[config.mk]
export PLATFORM = sky130hd
export DESIGN_NAME = jt900h_div
export DESIGN_NICKNAME = d
export VERILOG_FILES = /design/src/rtl/jt900h_div_pkg.sv /design/src/rtl/jt900h_div_step.sv /design/src/rtl/jt900h_div.sv
export SDC_FILE = /design/constraint.sdc
export NUM_CORES = 1
export LEC_CHECK = 0
export ABC_AREA = 1
export BUFFER_PORTS_ARGS = -buffer_cell sky130_fd_sc_hd__buf_4
export CORE_UTILIZATION = 46
export DETAILED_ROUTE_END_ITERATION = 10
export PLACE_DENSITY = 0.75
export SYNTH_ARGS = -nofsm -noshare
export SYNTH_HDL_FRONTEND = slang
export SYNTH_SLANG_ARGS = --single-unit
export TNS_END_PERCENT = 100
[constraint.sdc]
create_clock -name clk -period 3.44 [get_ports clk]
set_clock_uncertainty 0.2 [all_clocks]
set_input_delay 0.688 -clock clk [delete_from_list [all_inputs] [get_ports clk]]
set_output_delay 0.688 -clock clk [all_outputs]
set_load 0.02 [all_outputs]
[src/rtl/jt900h_div_pkg.sv]
// Shared definitions for the jt900h sequential divider: FSM encoding,
// iteration counts and the bit positions used to pack quotient/remainder.
package jt900h_div_pkg;

    typedef enum logic [1:0] {
        S_IDLE = 2'd0,
        S_CALC = 2'd1,
        S_FIX  = 2'd2
    } div_state_t;

    localparam int          CNT_W  = 5;
    localparam logic [4:0]  N_WORD = 5'd16;
    localparam logic [4:0]  N_BYTE = 5'd8;

    localparam int QUO_LSB   = 0;
    localparam int REM_LSB_W = 16;
    localparam int REM_LSB_B = 8;
    localparam int HI_LSB_B  = 16;

    // Byte mode passes the untouched upper half of the dividend through.
    function automatic logic [31:0] pack_rslt(
        input logic        byte_mode,
        input logic [15:0] hi,
        input logic [15:0] rem,
        input logic [15:0] quo
    );
        logic [31:0] r;
        r = '0;
        if (byte_mode) begin
            r[HI_LSB_B  +: 16] = hi;
            r[REM_LSB_B +: 8]  = rem[7:0];
            r[QUO_LSB   +: 8]  = quo[7:0];
        end else begin
            r[REM_LSB_W +: 16] = rem;
            r[QUO_LSB   +: 16] = quo;
        end
        return r;
    endfunction

endpackage

[src/rtl/jt900h_div_step.sv]
// One combinational restoring-division step: shift in a dividend bit,
// trial-subtract the divisor and keep the difference when it does not borrow.
module jt900h_div_step #(
    parameter int W = 16
) (
    input  logic [W-1:0] rem_i,
    input  logic         bit_i,
    input  logic [W-1:0] dvs_i,
    output logic [W-1:0] rem_o,
    output logic         q_o
);

    logic [W:0]   shifted;
    logic [W+1:0] diff;
    logic         unused_diff;

    assign shifted     = {rem_i, bit_i};
    // Extra headroom bit so the borrow is exact even when rem_i >= dvs_i.
    assign diff        = {1'b0, shifted} - {2'b00, dvs_i};
    assign q_o         = ~diff[W+1];
    assign rem_o       = q_o ? diff[W-1:0] : shifted[W-1:0];
    assign unused_diff = diff[W];

endmodule

[src/rtl/jt900h_div.sv]
// Radix-2 restoring divider for DIV/DIVS: 32/16 word or 16/8 byte mode,
// constant latency, packed {remainder, quotient} result plus overflow flag.
module jt900h_div
    import jt900h_div_pkg::*;
(
    input  logic        rst,
    input  logic        clk,
    input  logic        cen,
    input  logic        start,
    input  logic        bs,
    input  logic        sgn,
    input  logic [31:0] op0,
    input  logic [31:0] op1,
    output logic        busy,
    output logic        done,
    output logic [31:0] rslt,
    output logic        vo
);

    div_state_t       state_q, state_d;
    logic [CNT_W-1:0] cnt_q, cnt_d;
    logic [15:0]      rem_q, rem_d;
    logic [15:0]      sh_q, sh_d;
    logic [15:0]      quo_q, quo_d;
    logic [15:0]      dvs_q, dvs_d;
    logic [31:0]      op0_q, op0_d;
    logic             bs_q, bs_d;
    logic             sgn_q, sgn_d;
    logic             dvd_neg_q, dvd_neg_d;
    logic             quo_neg_q, quo_neg_d;
    logic             ovf_q, ovf_d;
    logic [31:0]      rslt_q, rslt_d;
    logic             vo_q, vo_d;
    logic             done_q, done_d;

    logic             dvd_neg, dvs_neg;
    logic [31:0]      dvd_abs;
    logic [15:0]      dvs_abs;
    logic [15:0]      rem_init, sh_init, dvs_init;
    logic [15:0]      step_rem;
    logic             step_q;
    logic [15:0]      quo_s, rem_s, quo_lim;
    logic             ovf_all;
    logic             unused_op1;

    assign unused_op1 = ^op1[31:16];

    // Operand conditioning for the start cycle.
    always_comb begin
        dvd_neg  = sgn & (bs ? op0[15] : op0[31]);
        dvs_neg  = sgn & (bs ? op1[7]  : op1[15]);
        dvd_abs  = dvd_neg ? (32'd0 - op0) : op0;
        dvs_abs  = dvs_neg ? (16'd0 - op1[15:0]) : op1[15:0];
        rem_init = bs ? {8'h00, dvd_abs[15:8]} : dvd_abs[31:16];
        sh_init  = bs ? {dvd_abs[7:0], 8'h00}  : dvd_abs[15:0];
        dvs_init = bs ? {8'h00, dvs_abs[7:0]}  : dvs_abs;
    end

    jt900h_div_step #(.W(16)) u_step (
        .rem_i (rem_q),
        .bit_i (sh_q[15]),
        .dvs_i (dvs_q),
        .rem_o (step_rem),
        .q_o   (step_q)
    );

    // Sign fix-up and signed range limit for the final cycle.
    always_comb begin
        quo_s   = quo_neg_q ? (16'd0 - quo_q) : quo_q;
        rem_s   = dvd_neg_q ? (16'd0 - rem_q) : rem_q;
        if (bs_q)
            quo_lim = quo_neg_q ? 16'h0080 : 16'h007F;
        else
            quo_lim = quo_neg_q ? 16'h8000 : 16'h7FFF;
        ovf_all = ovf_q | (sgn_q & (quo_q > quo_lim));
    end

    always_comb begin
        state_d   = state_q;
        cnt_d     = cnt_q;
        rem_d     = rem_q;
        sh_d      = sh_q;
        quo_d     = quo_q;
        dvs_d     = dvs_q;
        op0_d     = op0_q;
        bs_d      = bs_q;
        sgn_d     = sgn_q;
        dvd_neg_d = dvd_neg_q;
        quo_neg_d = quo_neg_q;
        ovf_d     = ovf_q;
        rslt_d    = rslt_q;
        vo_d      = vo_q;
        done_d    = 1'b0;

        case (state_q)
            S_IDLE: begin
                if (start) begin
                    op0_d     = op0;
                    bs_d      = bs;
                    sgn_d     = sgn;
                    dvd_neg_d = dvd_neg;
                    quo_neg_d = dvd_neg ^ dvs_neg;
                    rem_d     = rem_init;
                    sh_d      = sh_init;
                    dvs_d     = dvs_init;
                    quo_d     = 16'h0000;
                    // Covers divide-by-zero; the loop still runs for fixed latency.
                    ovf_d     = (rem_init >= dvs_init);
                    cnt_d     = bs ? N_BYTE : N_WORD;
                    state_d   = S_CALC;
                end
            end
            S_CALC: begin
                rem_d = step_rem;
                sh_d  = {sh_q[14:0], 1'b0};
                quo_d = {quo_q[14:0], step_q};
                cnt_d = cnt_q - 5'd1;
                if (cnt_q == 5'd1)
                    state_d = S_FIX;
            end
            S_FIX: begin
                vo_d    = ovf_all;
                rslt_d  = ovf_all ? op0_q
                                  : pack_rslt(bs_q, op0_q[31:16], rem_s, quo_s);
                done_d  = 1'b1;
                state_d = S_IDLE;
            end
            default: state_d = S_IDLE;
        endcase
    end

    always_ff @(posedge clk) begin
        if (rst) begin
            state_q   <= S_IDLE;
            cnt_q     <= '0;
            rem_q     <= '0;
            sh_q      <= '0;
            quo_q     <= '0;
            dvs_q     <= '0;
            op0_q     <= '0;
            bs_q      <= 1'b0;
            sgn_q     <= 1'b0;
            dvd_neg_q <= 1'b0;
            quo_neg_q <= 1'b0;
            ovf_q     <= 1'b0;
            rslt_q    <= '0;
            vo_q      <= 1'b0;
            done_q    <= 1'b0;
        end else if (cen) begin
            state_q   <= state_d;
            cnt_q     <= cnt_d;
            rem_q     <= rem_d;
            sh_q      <= sh_d;
            quo_q     <= quo_d;
            dvs_q     <= dvs_d;
            op0_q     <= op0_d;
            bs_q      <= bs_d;
            sgn_q     <= sgn_d;
            dvd_neg_q <= dvd_neg_d;
            quo_neg_q <= quo_neg_d;
            ovf_q     <= ovf_d;
            rslt_q    <= rslt_d;
            vo_q      <= vo_d;
            done_q    <= done_d;
        end
    end

    assign busy = (state_q != S_IDLE);
    assign done = done_q;
    assign rslt = rslt_q;
    assign vo   = vo_q;

endmodule

==> run_results.csv, run 1 <==
group,metric,value,unit
outcome,status,"completed",
route,detail-route-antenna-nets,0,
timing,hold_ws,257,ps
timing,final-hold-violation-count,0,
route,num_vias,11000,
clock_network,cts.path.max_buffers,2,
clock_network,clkTransAtPathRegs,70,ps
timing,maxSlewViolCount,0,
setup_path,crit_path_cell_trace,"ha_1 > nand2_1 > o21ai_1 > o211ai_1 > nor2_2 > nand2_2 > buf_12 > o22ai_1",
clock_network,cts-buffers-inserted,17,
clock_network,htreeDepth,4,
power_and_ir_drop,p_seq_share,33.8,%
route,vias_per_cell,5.46,
route,routed_wl,32000,µm
synth,ys_ff_latch,142,
synth,ys_warn_count,0,
synth,synth_nets,1777,
layout,fin_util,55.0,%
clock_network,clock-root-buffer,"clkbuf_16",
floorplanning,dieArea,0.0226,mm²
global_routing,grt_first_pass_wirelength,51000,µm
setup_path,critical_path_class,"flip-flop to flip-flop",
setup_path,arrival,3210,ps
placed_design,place.gp.congestion,0.976,
synth,synthArstFlopShare,0,%
clock_network,cts_setup_buffers,0,
setup_path,critPathMaxFanout,26,
timing,finalSetupTns,0,ps
timing,min_period_over_period,88.9,%
synth,synth_top_family_by_area,"simple AND/OR/NAND/NOR gates",
floorplanning,start_util,47.5,%
layout,stdcell_count,2021,
synth,synth_xor_area_share,3.03,%
synth,synth-compound-area-share,14.8,%
timing,fmax,327,MHz
floorplanning,die_h,150,µm
clock_network,clkSinkCount,142,
placed_design,io_buffers,88,
timing,rsz0062_at_grt,"no",
route,first_pass_iters,6,
power_and_ir_drop,switchingPower,0.00211,W
setup_path,reg2reg_depth,8,
floorplanning,num_rows,53,
layout,final_layout_size_suffix_gt1_share,10.7,%
timing,setup_viol,0,
clock_network,clkLatencyLatePin,430,ps
clock_network,cts_tree,"yes",
timing,finalCriticalPeriod,3060,ps
placed_design,hpwlAfterDp,24600,µm
synth,synthTopCellsByArea,"dfxtp_1, nand2_1, nand3_1, inv_1, ha_1",
worst_hold_path,hold_path_class,"flip-flop to flip-flop",
setup_path,critPathLaunchType,"flip-flop",
clock_network,ctsResizeCount,0,
route,avgRoutedWirePerCell,15.9,µm
synth,synthAdderAreaFrac,7.12,%
power_and_ir_drop,comb_power_share,33.9,%
route,detail_route.iter0.violations,1050,
synth,synthCells,1650,
setup_path,end_kind,"flip-flop",
synth,synthDistinctLibCells,43,
floorplanning,die_w,150,µm
setup_path,cp.depth,8,
synth,syn_area,0.0101,mm²
timing,slew_headroom,34.9,%
setup_path,crit_required,3590,ps
global_routing,antenna_found_initial,0,
power_and_ir_drop,leakage,5.67,nW
placed_design,dp.cells,1989,
synth,yosys.area.top_type,"dfxtp_1",
power_and_ir_drop,clkPwrFrac,32.3,%
synth,synth_edf_count,0,
power_and_ir_drop,p_sw_share,38.7,%
setup_path,critPathSlowestCell,"nor2_2",
setup_path,reg2reg_setup_slack,380,ps
power_and_ir_drop,ir_worst_vdd,0.334,mV
synth,synthSimpleGateAreaFrac,36.2,%
clock_network,ctsHoldBuffers,0,
layout,nets,1860,
power_and_ir_drop,internal-power,0.00333,W
route,drc,0,
worst_hold_path,whs_path_depth,2,
synth,ys_dominant_reg_cell,"dfxtp_1",
synth,post-synth-top-area-fraction,28.1,%
setup_path,crit_family,"simple AND/OR/NAND/NOR gates",
global_routing,overflow,0,
job,drv_cap,0,
layout,area_growth,15.7,%
global_routing,grt_pass1_vias,9885,
timing,tightest_slew,975,ps
synth,avgSynthCellArea,6.13,µm²
setup_path,cp_slowest_stage_delay,750,ps
power_and_ir_drop,power_density,465,mW/mm²
floorplanning,placeableCoreArea,0.0213,mm²
synth,yosysSeqAreaShare,28.1,%
setup_path,cp_num_buf_inv,1,
floorplanning,io_pins,105,
synth,synth_mux_area_share,0,%
global_routing,grt_max_degree,52,
layout,antenna_cells,0,
global_routing,grt_usage,29.2,%
==> cell usage after synthesis, types with 2 or more instances <==
| cell type | instances |
|---|---|
| nand2_2 | 4 |
| buf_2 | 17 |
| a31oi_1 | 19 |
| o21ai_1 | 4 |
| a22oi_1 | 3 |
| o31ai_1 | 2 |
| nor2_4 | 2 |
| o21ai_0 | 87 |
| o22ai_1 | 36 |
| clkinv_1 | 2 |
| nand3b_1 | 3 |
| nor2_2 | 6 |
| nor2_1 | 138 |
| buf_4 | 4 |
| ha_1 | 56 |
| o21a_1 | 9 |
| inv_2 | 7 |
| a21o_1 | 2 |
| clkbuf_1 | 34 |
| a21oi_1 | 91 |
| nor3_2 | 2 |
| nand2_1 | 496 |
| xnor2_1 | 9 |
| xor2_1 | 26 |
| dfxtp_1 | 142 |
| and2_1 | 8 |
| and3_1 | 4 |
| buf_6 | 2 |
| nand4_1 | 23 |
| o21bai_1 | 3 |
| nand3_1 | 169 |
| nor3_1 | 8 |
| or2_2 | 7 |
| o211ai_1 | 8 |
| inv_1 | 204 |
| buf_1 | 6 |
==> layout make-up <==
class                      instances  area, µm²
clock buffer                      18        429
clock inverter                    14        126
fill                            2141       9580
inverter                         213        800
multi-input combinational       1232       6190
sequential                       142       2840
tap                              275        344
timing repair buffer             127        978
==> cells in the final DEF, fill, tap and decap left out, drive strengths merged, types with 2 or more instances in the layout <==
master,instances
clkbuf,18
nor2,146
o21bai,3
and2,8
nand3,169
o22ai,36
nand3b,3
a21o,2
ha,56
dfxtp,142
o31ai,2
xnor2,9
xor2,26
inv,219
and3,4
buf,127
o21ai,91
a31oi,19
o21a,9
nand2,500
nand4,23
a21oi,92
o211ai,8
a22oi,3
nor3,10
clkinv,8
or2,8
==> state kept, by name, indices dropped and copies added (netlist names) <==
signal	count
op0_q	32
rslt	32
dvs_q	16
quo_q	16
rem_q	16
sh_q	16
cnt_q	5
state_q	2
bs_q	1
done	1
dvd_neg_q	1
ovf_q	1
quo_neg_q	1
sgn_q	1
vo	1
==> per-layer routing <==
metal	vias to the layer above	track usage [%]	share of wire, %
li1	5535	-	-
met1	5022	40.4	46
met2	431	46.0	44
met3	44	4.94	7.9
met4	0	8.94	2.1
met5	-	0	0
==> worst register-to-register path, delay by kind of cell (launching register included) <==
family	cells	cell delay [ps]
adders and majority gates	1	170
DFF	1	400
buffers and inverters	1	350
AOI/OAI and AO/OA	3	450
and+or+nand+nor	3	1400
==> logic make-up (layout without fill, tap and decap cells) <==
family	Yosys count	in the layout
simple gates	871	871
buf+inv	276	372
compound gates	269	269
flops	142	142
fa+ha+maj	57	57
xor+xnor	35	35
==> through the flow <==
step                      total power [W]  instance area [µm²]  worst slack [ps]
after CTS                         0.00542                11700               420
final                             0.00544                11700               383
after detailed placement          0.00367                11200              84.3
after global routing              0.00579                11700              99.4
after global placement            0.00364                11200              93.8
after floorplan                   0.00319                10100               414
==> final timing paths <==
kind,startpoint,end
hold / removal,dvs_q[13],dvs_q[13]
hold reg to reg,dvs_q[13],dvs_q[13]
setup reg to reg,cnt_q[0],dvs_q[2]
setup / recovery,cnt_q[0],dvs_q[2]
==> power by group through the flow <==
stage          clock network, W  registers, W  logic (W)
2_1_floorplan                 0       0.00184    0.00134
3_3_place_gp                  0       0.00187    0.00177
3_5_place_dp                  0       0.00187    0.00180
6_report                0.00176       0.00184    0.00184
4_1_cts                 0.00177       0.00184    0.00181
5_1_grt                 0.00185       0.00185    0.00210
(Power assumes the default switching activity.)
==> inputs of run 2 (changes only) <==
--- a/config.mk
+++ b/config.mk
@@ -5,7 +5,6 @@
 export SDC_FILE = /design/constraint.sdc
 export NUM_CORES = 1
 export LEC_CHECK = 0
-export ABC_AREA = 1
 export BUFFER_PORTS_ARGS = -buffer_cell sky130_fd_sc_hd__buf_4
 export CORE_UTILIZATION = 46
 export DETAILED_ROUTE_END_ITERATION = 10
==> run_results.csv, run 2 <==
group,metric,value,unit
power_and_ir_drop,total_power,0.00513,W
global_routing,grt_first_pass_wirelength,44100,µm
global_routing,grt_max_degree,73,
synth,yosys.area.top_type,"dfxtp_1",
job,drv_cap,0,
power_and_ir_drop,switchingPower,0.00169,W
timing,finalCriticalPeriod,3570,ps
floorplanning,placeableCoreArea,0.0194,mm²
power_and_ir_drop,ir_worst_vdd,0.357,mV
synth,ys_dominant_reg_cell,"dfxtp_1",
synth,post-synth-top-area-fraction,31.3,%
synth,syn_area,0.00908,mm²
clock_network,cts_tree,"yes",
clock_network,cts.path.max_buffers,2,
setup_path,crit_required,3590,ps
route,routed_wl,27900,µm
synth,synthCells,1183,
layout,final_cell_mix,"buf_4, nand2_1, dfxtp_1",
timing,tightest_slew,721,ps
setup_path,cp_num_buf_inv,1,
synth,ys_ff_latch,142,
outcome,status,"complete, but fails checks",
global_routing,antenna_found_initial,0,
setup_path,crit_family,"simple AND/OR/NAND/NOR gates",
layout,antenna_cells,0,
synth,synth_nets,1310,
setup_path,cp_slowest_stage_delay,540,ps
synth,yosysSeqAreaShare,31.3,%
power_and_ir_drop,comb_power_share,29.5,%
timing,fin_ws,-126,ps
route,first_pass_iters,8,
clock_network,htreeDepth,4,
outcome,violations,"design-rule violations, negative setup slack",
setup_path,critPathLaunchType,"primary input",
floorplanning,start_util,46.8,%
layout,area_growth,28.5,%
floorplanning,io_pins,105,
route,drc,2,
floorplanning,dieArea,0.0203,mm²
synth,synth_edf_count,0,
power_and_ir_drop,power_density,440,mW/mm²
clock_network,ctsHoldBuffers,0,
layout,fin_util,60.1,%
timing,slew_headroom,50.7,%
power_and_ir_drop,leakage,4.93,nW
global_routing,grt_pass1_vias,8604,
clock_network,clock-root-buffer,"clkbuf_16",
setup_path,arrival,3720,ps
timing,maxSlewViolCount,0,
synth,ys_warn_count,0,
timing,setup_viol,1,
route,vias_per_cell,5.75,
clock_network,clkLatencyLatePin,430,ps
clock_network,cts-buffers-inserted,17,
clock_network,clkSinkCount,142,
setup_path,end_kind,"flip-flop",
synth,ys_top_cells_by_count,"nand2_1, dfxtp_1, nor2_1",
layout,mostFrequentLayoutCell,"buf_4",
power_and_ir_drop,p_seq_share,34.7,%
route,num_vias,9482,
power_and_ir_drop,internal-power,0.00344,W
global_routing,overflow,0,
timing,fmax,280,MHz
layout,final_layout_size_suffix_gt1_share,22.6,%
power_and_ir_drop,clkPwrFrac,35.8,%
floorplanning,num_rows,51,
setup_path,critPathSlowestCell,"or4_4",
placed_design,io_buffers,88,
setup_path,crit_path_cell_trace,"buf_4 > or4_4 > or3_4 > nor2_4 > mux2i_1 > o2111ai_2 > ha_1 > a21o_1 > a21oi_1 > o21ai_1 > a2111oi_1 > or4_1 > a211oi_2",
placed_design,hpwlAfterDp,21400,µm
worst_hold_path,hold_path_class,"flip-flop to flip-flop",
placed_design,place.gp.congestion,0.944,
synth,synthArstFlopShare,0,%
synth,synth.most_common_cell,"nand2_1",
floorplanning,die_h,142,µm
clock_network,clkTransAtPathRegs,60,ps
timing,rsz0062_at_grt,"yes",
route,detail-route-antenna-nets,0,
synth,synthDistinctLibCells,68,
route,detail_route.iter0.violations,1004,
power_and_ir_drop,p_sw_share,33.0,%
setup_path,critPathMaxFanout,4,
timing,final-hold-violation-count,0,
setup_path,critical_path_class,"primary input to flip-flop",
synth,synthTopCellsByArea,"dfxtp_1, ha_1, nand2_1, nor2_1, a21oi_1",
timing,min_period_over_period,104,%
synth,avgSynthCellArea,7.67,µm²
route,avgRoutedWirePerCell,16.9,µm
global_routing,grt_usage,27.8,%
floorplanning,die_w,142,µm
layout,nets,1497,
==> run 2: cell count changes after synthesis, sizes merged, moves of 28 or more <==
cell   before  now
inv       211   43
nand2     500  168
xnor2       9   37
nor3       10   40
nand3     169    9
==> run 2: worst register-to-register path: stages, from the launching register on <==
cell and delay (ps):
dfxtp_1 360, inv_1 70, ha_1 270, ha_1 320
nand4_1 110, or4_1 530, a21o_1 200, o41ai_2 60
buf_4 360, mux2_2 390, a211oi_1 210
==> run 2: cell families (layout without fill, tap and decap cells) <==
logic type | after synthesis | count (layout) | share of synthesized area, %
buf+inv | 114 | 314 | 4.80
simple gates | 432 | 432 | 21.7
xor+xnor | 71 | 71 | 6.93
flops | 142 | 142 | 31.3
mux | 31 | 31 | 3.49
fa+ha+maj | 57 | 57 | 7.94
compound gates | 336 | 336 | 23.8
==> run 2: power by group through the flow <==
stage	clock network, W	registers (W)	logic [W]
final	0.00184	0.00178	0.00151
after global routing	0.00192	0.00179	0.00165
after CTS	0.00185	0.00178	0.00148
after detailed placement	0	0.00181	0.00146
after global placement	0	0.00181	0.00143
after floorplan	0	0.00181	0.000907
==> run 2: metrics by stage <==
step	instance area (µm²)	setup slack [ps]	hold WS [ps]	std cells	setup TNS [ps]
final	11700	-126	252	1648	-126
after global routing	11700	-197	273	1648	-197
after CTS	11600	0.522	254	1648	0
after detailed placement	11000	-655	244	1614	-655
after global placement	11000	-525	240	1614	-525
after floorplan	9120	-218	233	1183	-218
==> run 2: cell type report <==
cell class | instances | area (µm²)
timing repair buffer | 239 | 1810
sequential | 142 | 2840
tap | 265 | 332
clock inverter | 15 | 164
fill | 1713 | 7730
inverter | 43 | 161
multi-input combinational | 927 | 5930
clock buffer | 17 | 425
==> run 2: path summary, 6_finish.rpt <==
kind | start | endpoint | slack [ps] | cells past startpoint
hold / removal | rslt[3] | rslt[3] | 250 | 2
hold reg to reg | rslt[3] | rslt[3] | 250 | 2
setup reg to reg | quo_neg_q | rslt[14] | 280 | 10
setup / recovery | op0[8] | ovf_q | -130 | 13
==> run 2: layer usage <==
layer | vias to the layer above | share of wire, % | wire, µm | track usage, %
met5 | - | 0 | 0 | 0
met4 | 0 | 1.8 | 513 | 7.87
met3 | 43 | 8.8 | 2460 | 6.09
met2 | 420 | 43 | 12100 | 42.5
met1 | 4394 | 46 | 12900 | 39.1
li1 | 4625 | - | - | -
==> run 2: repair_timing <==
| action | 4_1_cts | 5_1_grt |
|---|---|---|
| resized for setup | 8 | 6 |
| pin swaps | 6 | 3 |
| endpoints found under the setup margin | 1 | 7 |
| setup buffers | 2 | 0 |
